==> src/rtl/pixel_dispatch.sv <==
`default_nettype none
// ============================================================================
// Module      : pixel_dispatch
// Description : Frame-level pixel work scheduler. Issues addresses
//               0..PIX_TOTAL-1 round-robin over ready render lanes. The
//               number of pixels in flight is capped at WINDOW so that
//               addresses never alias in the downstream reorder buffer.
//               Sequences each frame through RUN, DRAIN and DONE, and sends
//               a vs pulse to the sorter when the frame is complete.
// Ports       : clk, rst_n (async, active low)
//               frame_start  - 1-cycle pulse, begins a frame (IDLE only)
//               lane_ready   - per-lane "can accept one pixel"
//               retire       - sorter emitted one in-order pixel
//               disp_valid   - registered dispatch strobe
//               disp_lane    - one-hot target lane (0 when idle)
//               disp_addr    - dispatched pixel address
//               frame_vs     - 1-cycle pulse on frame completion
//               busy         - high in RUN or DRAIN
//               credit_err   - sticky, retire seen with nothing in flight
//               stall_cycles - (STALL_CNT_EN only) RUN cycles lost to the
//                              credit limit while some lane was eligible
// Options     : define STALL_CNT_EN to add the stall_cycles counter/port.
// Revision    : 1.0 - initial release
// ============================================================================
module pixel_dispatch #(
  parameter int LANES     = 4,
  parameter int WINDOW    = 16,
  parameter int PIX_TOTAL = 307200
) (
  input  logic             clk,
  input  logic             rst_n,
  input  logic             frame_start,
  input  logic [LANES-1:0] lane_ready,
  input  logic             retire,
  output logic             disp_valid,
  output logic [LANES-1:0] disp_lane,
  output logic [19:0]      disp_addr,
  output logic             frame_vs,
  output logic             busy,
  output logic             credit_err
`ifdef STALL_CNT_EN
  ,
  output logic [31:0]      stall_cycles
`endif
);

  localparam int IW = $clog2(WINDOW) + 1;
  localparam int PW = $clog2(LANES);

  localparam logic [IW-1:0] C_WINDOW    = IW'(WINDOW);
  localparam logic [19:0]   C_LAST_ADDR = 20'(PIX_TOTAL - 1);
  localparam logic [PW-1:0] C_LAST_LANE = PW'(LANES - 1);

  localparam logic [1:0] S_IDLE  = 2'd0;
  localparam logic [1:0] S_RUN   = 2'd1;
  localparam logic [1:0] S_DRAIN = 2'd2;
  localparam logic [1:0] S_DONE  = 2'd3;

  // --------------------------------------------------------------------------
  // State
  // --------------------------------------------------------------------------
  logic [1:0]       state_q,      state_d;
  logic [19:0]      next_addr_q,  next_addr_d;
  logic [IW-1:0]    inflight_q,   inflight_d;
  logic [PW-1:0]    rr_q,         rr_d;
  logic             disp_valid_q, disp_valid_d;
  logic [LANES-1:0] disp_lane_q,  disp_lane_d;
  logic [19:0]      disp_addr_q,  disp_addr_d;
  logic             credit_err_q, credit_err_d;

  // --------------------------------------------------------------------------
  // Lane arbitration
  // --------------------------------------------------------------------------
  logic [LANES-1:0] w_elig;
  logic             w_any_elig;
  logic             w_credit_ok;
  logic             w_found;
  logic [PW-1:0]    w_grant_idx;
  logic [LANES-1:0] w_onehot;
  logic             w_fire;
  logic             w_ret_ok;

  // The lane dispatched last cycle is masked: it may still show ready for one
  // cycle before its own dispatch lands, and must not get a second pixel.
  assign w_elig      = (state_q == S_RUN) ? (lane_ready & ~disp_lane_q) : '0;
  assign w_any_elig  = |w_elig;
  assign w_credit_ok = (inflight_q < C_WINDOW);

  // First eligible lane at or after rr_q, wrapping around.
  always_comb begin
    w_found     = 1'b0;
    w_grant_idx = '0;
    for (int k = 0; k < LANES; k++) begin
      if (!w_found && w_elig[PW'((int'(rr_q) + k) % LANES)]) begin
        w_found     = 1'b1;
        w_grant_idx = PW'((int'(rr_q) + k) % LANES);
      end
    end
  end

  assign w_onehot = {{(LANES-1){1'b0}}, 1'b1} << w_grant_idx;
  // Credit check uses the registered count only, so a retire arriving while
  // the window is full frees the slot for the following cycle.
  assign w_fire   = w_found & w_credit_ok;
  // A retire with nothing in flight is dropped to avoid underflow.
  assign w_ret_ok = retire & (inflight_q != '0);

  // --------------------------------------------------------------------------
  // Next-state logic
  // --------------------------------------------------------------------------
  always_comb begin
    state_d      = state_q;
    next_addr_d  = next_addr_q;
    rr_d         = rr_q;
    inflight_d   = inflight_q;
    disp_valid_d = 1'b0;
    disp_lane_d  = '0;
    disp_addr_d  = disp_addr_q;
    credit_err_d = credit_err_q | (retire & (inflight_q == '0));

    if (w_fire) begin
      disp_valid_d = 1'b1;
      disp_lane_d  = w_onehot;
      disp_addr_d  = next_addr_q;
      rr_d         = (w_grant_idx == C_LAST_LANE) ? '0 : w_grant_idx + 1'b1;
      if (next_addr_q == C_LAST_ADDR) begin
        next_addr_d = '0;
        state_d     = S_DRAIN;
      end else begin
        next_addr_d = next_addr_q + 20'd1;
      end
    end

    case ({w_fire, w_ret_ok})
      2'b10:   inflight_d = inflight_q + 1'b1;
      2'b01:   inflight_d = inflight_q - 1'b1;
      default: inflight_d = inflight_q;
    endcase

    case (state_q)
      S_IDLE:  if (frame_start) state_d = S_RUN;
      S_RUN:   ;  // exit to DRAIN handled with the last dispatch above
      S_DRAIN: if (inflight_q == '0) state_d = S_DONE;
      S_DONE:  state_d = S_IDLE;
      default: state_d = S_IDLE;
    endcase
  end

  always_ff @(posedge clk or negedge rst_n) begin
    if (!rst_n) begin
      state_q      <= S_IDLE;
      next_addr_q  <= '0;
      inflight_q   <= '0;
      rr_q         <= '0;
      disp_valid_q <= 1'b0;
      disp_lane_q  <= '0;
      disp_addr_q  <= '0;
      credit_err_q <= 1'b0;
    end else begin
      state_q      <= state_d;
      next_addr_q  <= next_addr_d;
      inflight_q   <= inflight_d;
      rr_q         <= rr_d;
      disp_valid_q <= disp_valid_d;
      disp_lane_q  <= disp_lane_d;
      disp_addr_q  <= disp_addr_d;
      credit_err_q <= credit_err_d;
    end
  end

  assign disp_valid = disp_valid_q;
  assign disp_lane  = disp_lane_q;
  assign disp_addr  = disp_addr_q;
  assign frame_vs   = (state_q == S_DONE);
  assign busy       = (state_q == S_RUN) || (state_q == S_DRAIN);
  assign credit_err = credit_err_q;

`ifdef STALL_CNT_EN
  // --------------------------------------------------------------------------
  // Stall counter: RUN cycles where a lane could take work but the window is
  // full. Saturates rather than wrapping.
  // --------------------------------------------------------------------------
  logic [31:0] stall_q, stall_d;
  logic        w_stall_inc;

  assign w_stall_inc = (state_q == S_RUN) & w_any_elig & ~w_credit_ok;

  always_comb begin
    stall_d = stall_q;
    if ((state_q == S_IDLE) && frame_start) begin
      stall_d = '0;
    end else if (w_stall_inc && (stall_q != 32'hFFFF_FFFF)) begin
      stall_d = stall_q + 32'd1;
    end
  end

  always_ff @(posedge clk or negedge rst_n) begin
    if (!rst_n) begin
      stall_q <= '0;
    end else begin
      stall_q <= stall_d;
    end
  end

  assign stall_cycles = stall_q;
`else
  logic w_unused;
  assign w_unused = w_any_elig;
`endif

endmodule
`default_nettype wire

==> config.mk <==
export PLATFORM = sky130hd
export DESIGN_NAME = pixel_dispatch
export DESIGN_NICKNAME = d
export VERILOG_FILES = /design/src/rtl/pixel_dispatch.sv
export SDC_FILE = /design/constraint.sdc
export NUM_CORES = 1
export LEC_CHECK = 0
export CAP_MARGIN = 20
export CORE_ASPECT_RATIO = 0.6
export CORE_MARGIN = 4
export CORE_UTILIZATION = 60
export DETAILED_ROUTE_END_ITERATION = 10
export DONT_BUFFER_PORTS = 1
export GPL_TIMING_DRIVEN = 0
export HOLD_SLACK_MARGIN = 0.15
export MAX_ROUTING_LAYER = met4
export PLACE_DENSITY = 0.82
export SLEW_MARGIN = 15
export SYNTH_ARGS = -nofsm -noshare
export SYNTH_HDL_FRONTEND = slang
export SYNTH_SLANG_ARGS = --single-unit
export TNS_END_PERCENT = 50
==> constraint.sdc <==
create_clock -name clk -period 3.3 [get_ports clk]
set_clock_uncertainty 0.1 [all_clocks]
set_input_delay 0.495 -clock clk [delete_from_list [all_inputs] [get_ports clk]]
set_output_delay 0.495 -clock clk [all_outputs]
set_load 0.05 [all_outputs]
==> reports/metrics.csv <==
metric,value,unit
pwr/cell area,853,nW/um2
I/O pin count,36,
RSZ-0062 raised after global routing,false,
initial core utilization,62.3,%
crit end category,flip-flop,
Fillers,366,
LEAKAGE,1.50,nW
Antenna Cells,0,
top-count cell post-synth,nand2_1,
ys flop type,dfrtp_1,
Logic pwr share,37.5,%
Peak supply drop,0.000551,V
Post-DP HPWL,4090,um
die area,5970,um2
R2R setup slack,0.21,ns
Worst-Skew Late Latency,0.30,ns
top post-synthesis cells by count,"nand2_1, dfrtp_1, ha_1",
Fmax,0.324,GHz
reg2reg path depth,14,
sw frac,45.9,%
share of the synthesized area in the top cell type,48.1,%
status,"complete, no violations",
clock root cell,clkbuf_8,
router iterations before antenna repair,4,
yosys warns,0,
crit path DAT,3.18,ns
"Seq/Total Area, Yosys",48.1,%
endpoints failing setup,0,
layout cells sized above 1,11.4,%
CTS tree,done,
worst-case clock buffer depth,2,
Post-Synthesis Cells,297,
Slew Limit Fails,0,
GP Congestion,0.904,
Clock transition at path regs,0.09,ns
CP max FO,11,
Cell variety after synth,49,
Total GRT Usage,21.3,%
vias in the first global route,2010,
# DRC,0,
Reg-to-Reg End,inflight_q[4],
die extent in x,97.1,um
die height,61.5,um
worst hold margin,0.212,ns
final wirelength,5780,um
#FFs+latches synth,55,
clock share of power,16.8,%
cell taking the most area after synthesis,dfrtp_1,
Final ANT Viol Nets,0,
Final WS setup,0.213,ns
maximum number of pins on one net before global-route repair,56,
Reg-to-Reg Start,state_q[1],
slew at the pin closest to its max-slew limit,0.606,ns
Final Hold Vio Count,0,
Slew HR,59.0,%
Placement Setup Slack,-0.257,ns
synthesized area per cell,9.63,um2
Vias,2176,
Syn Nets,319,
Max-Cap Viols,0,
CTS sink cnt,55,
CP Data Required Time,3.39,ns
post-DR wirelength/cell,15.7,um
HP Class,in -> reg,
CORE AREA,4590,um2
Port Buffers,0,
Sequential Power Share,45.7,%
H-Tree Depth,2,
internal power,0.00144,W
worst setup path class,reg -> reg,
std cell rows,19,
Switch Pwr,0.00122,W
Worst Setup Start Kind,flip-flop,
Worst Hold End,credit_err,
Post-synth EDFFs,0,
initial antenna violation count,0,
Hold Path Origin,retire,
area delta synth->final,9.06,%
Final Cycle Share,93.5,%
gr ovfl total,0,
Async SR Flop Fraction,100,%
mapped cell area,2860,um2
minimum clock period,3.09,ns
Layout Nets,327,
main area contributors after synthesis,"dfrtp_1, nand2_1, ha_1",
hold path depth,1,
Post CTS Setup Buffer Count,0,
initial DRC count,180,
wire length of the first global-routing pass,9740,um
vias per inst,5.90,
TritonCTS Buffers,5,
total power,0.00266,W
[final cells by class]
cell class              instances  area [um2]  area share [%]
plain buffers                  10        57.6            1.85
clock buffers                   5        68.8            2.21
clock inverters                 3        43.8            1.40
inverters                       9        33.8            1.08
multi-input cells             222        1420            45.4
flip-flops and latches         55        1380            44.3
well taps                      63        78.8            2.53
repair buffers                  2        37.5            1.20
[worst max-delay path: stages (launching register included)]
cell	delay [ns]
dfrtp_1	0.43
inv_1	0.15
ha_2	0.31
o41ai_4	0.12
or2_4	0.26
buf_2	0.19
buf_4	0.21
ha_4	0.20
xor2_1	0.16
ha_1	0.22
o211ai_1	0.18
a21oi_1	0.09
a31oi_1	0.14
nor2_1	0.06
xor2_1	0.14
[sequential cells by signal (all words and copies together) (netlist names)]
| name | cells |
|---|---|
| credit_err | 1 |
| disp_addr | 20 |
| disp_lane | 4 |
| disp_valid | 1 |
| inflight_q | 5 |
| next_addr_q | 20 |
| rr_q | 2 |
| state_q | 2 |
[power groups by stage]
stage	sequential [W]	clock (W)	combinational, W
6_report	0.00122	0.000446	0.000998
5_1_grt	0.00124	0.000492	0.00113
4_1_cts	0.00122	0.000457	0.000966
3_5_place_dp	0.00123	0	0.000940
3_3_place_gp	0.00122	0	0.000902
2_1_floorplan	0.00119	0	0.000762
[how the worst max path moves through the flow]
stage | cells past startpoint | slack (ns) | endpoint | startpoint
after floorplan | 14 | 0.10 | inflight_q[4] | disp_lane[3]
after global placement | 14 | -0.25 | inflight_q[4] | disp_lane[3]
after detailed placement | 14 | -0.26 | inflight_q[4] | disp_lane[3]
after CTS | 13 | 0.06 | inflight_q[4] | disp_lane[3]
after global routing | 13 | 0.0005 | inflight_q[4] | disp_lane[3]
final | 14 | 0.21 | inflight_q[4] | state_q[1]
[logic make-up (layout without fill, tap and decap cells)]
kind of cell | count (synthesis) | count (layout) | synth area share (%)
AND/OR/NAND/NOR | 141 | 141 | 25.6
flip-flops | 55 | 55 | 48.1
AO/OA/AOI/OAI | 52 | 52 | 12.1
buffers and inverters | 20 | 29 | 3.24
adder cells (fa/ha/maj) | 14 | 14 | 6.13
XOR/XNOR | 12 | 12 | 3.68
multiplexers | 3 | 3 | 1.18
[through the flow]
step / area, um2 / utilization (%) / instances / TNS [ns]
floorplan: 2860 / - / 297 / 0
global placement: 2940 / 64.0 / 360 / -0.363
detailed placement: 2940 / 64.0 / 360 / -0.398
CTS: 3090 / 67.4 / 369 / 0
global route: 3120 / 68.0 / 369 / 0
finish: 3120 / 68.0 / 369 / 0
[repair_timing]
item	in CTS	in global routing
endpoints found under the hold margin	55	0
cloned	0	0
gates resized for setup	5	5
endpoints found under the setup margin	2	2
hold buffers	2	0
[layout by cell type, fill, tap and decap left out, types with 3 or more instances in the layout]
cell type / synthesis / routed
nand2_1: 74 / 74
dfrtp_1: 55 / 51
o21ai_0: 13 / 13
nor2_1: 12 / 12
ha_1: 14 / 12
nand3_1: 11 / 11
a21oi_1: 10 / 10
inv_1: 8 / 8
a22o_1: 7 / 7
xor2_1: 6 / 6
nor2b_1: 6 / 6
nor3_1: 6 / 6
xnor2_1: 6 / 6
and2_1: 5 / 5
clkbuf_8: 0 / 5
buf_2: 5 / 4
nand2b_1: 4 / 4
dfrtp_2: 0 / 4
clkbuf_1: 4 / 3
nor2b_4: 3 / 3
a22oi_1: 3 / 3
o211ai_1: 3 / 3
o21ai_1: 3 / 3
a21o_1: 3 / 3
nand4_1: 3 / 3
or4_1: 3 / 3
[routing by layer]
layer / track usage [%] / wire length (um) / vias up / share of wire [%]
met5: - / 0 / - / 0
met4: 6.00 / 57 / 0 / 0.99
met3: 5.43 / 396 / 6 / 6.9
met2: 30.9 / 2450 / 83 / 42
met1: 30.0 / 2880 / 1051 / 50
li1: - / - / 1036 / -
Power figures use the tool's default switching activity.
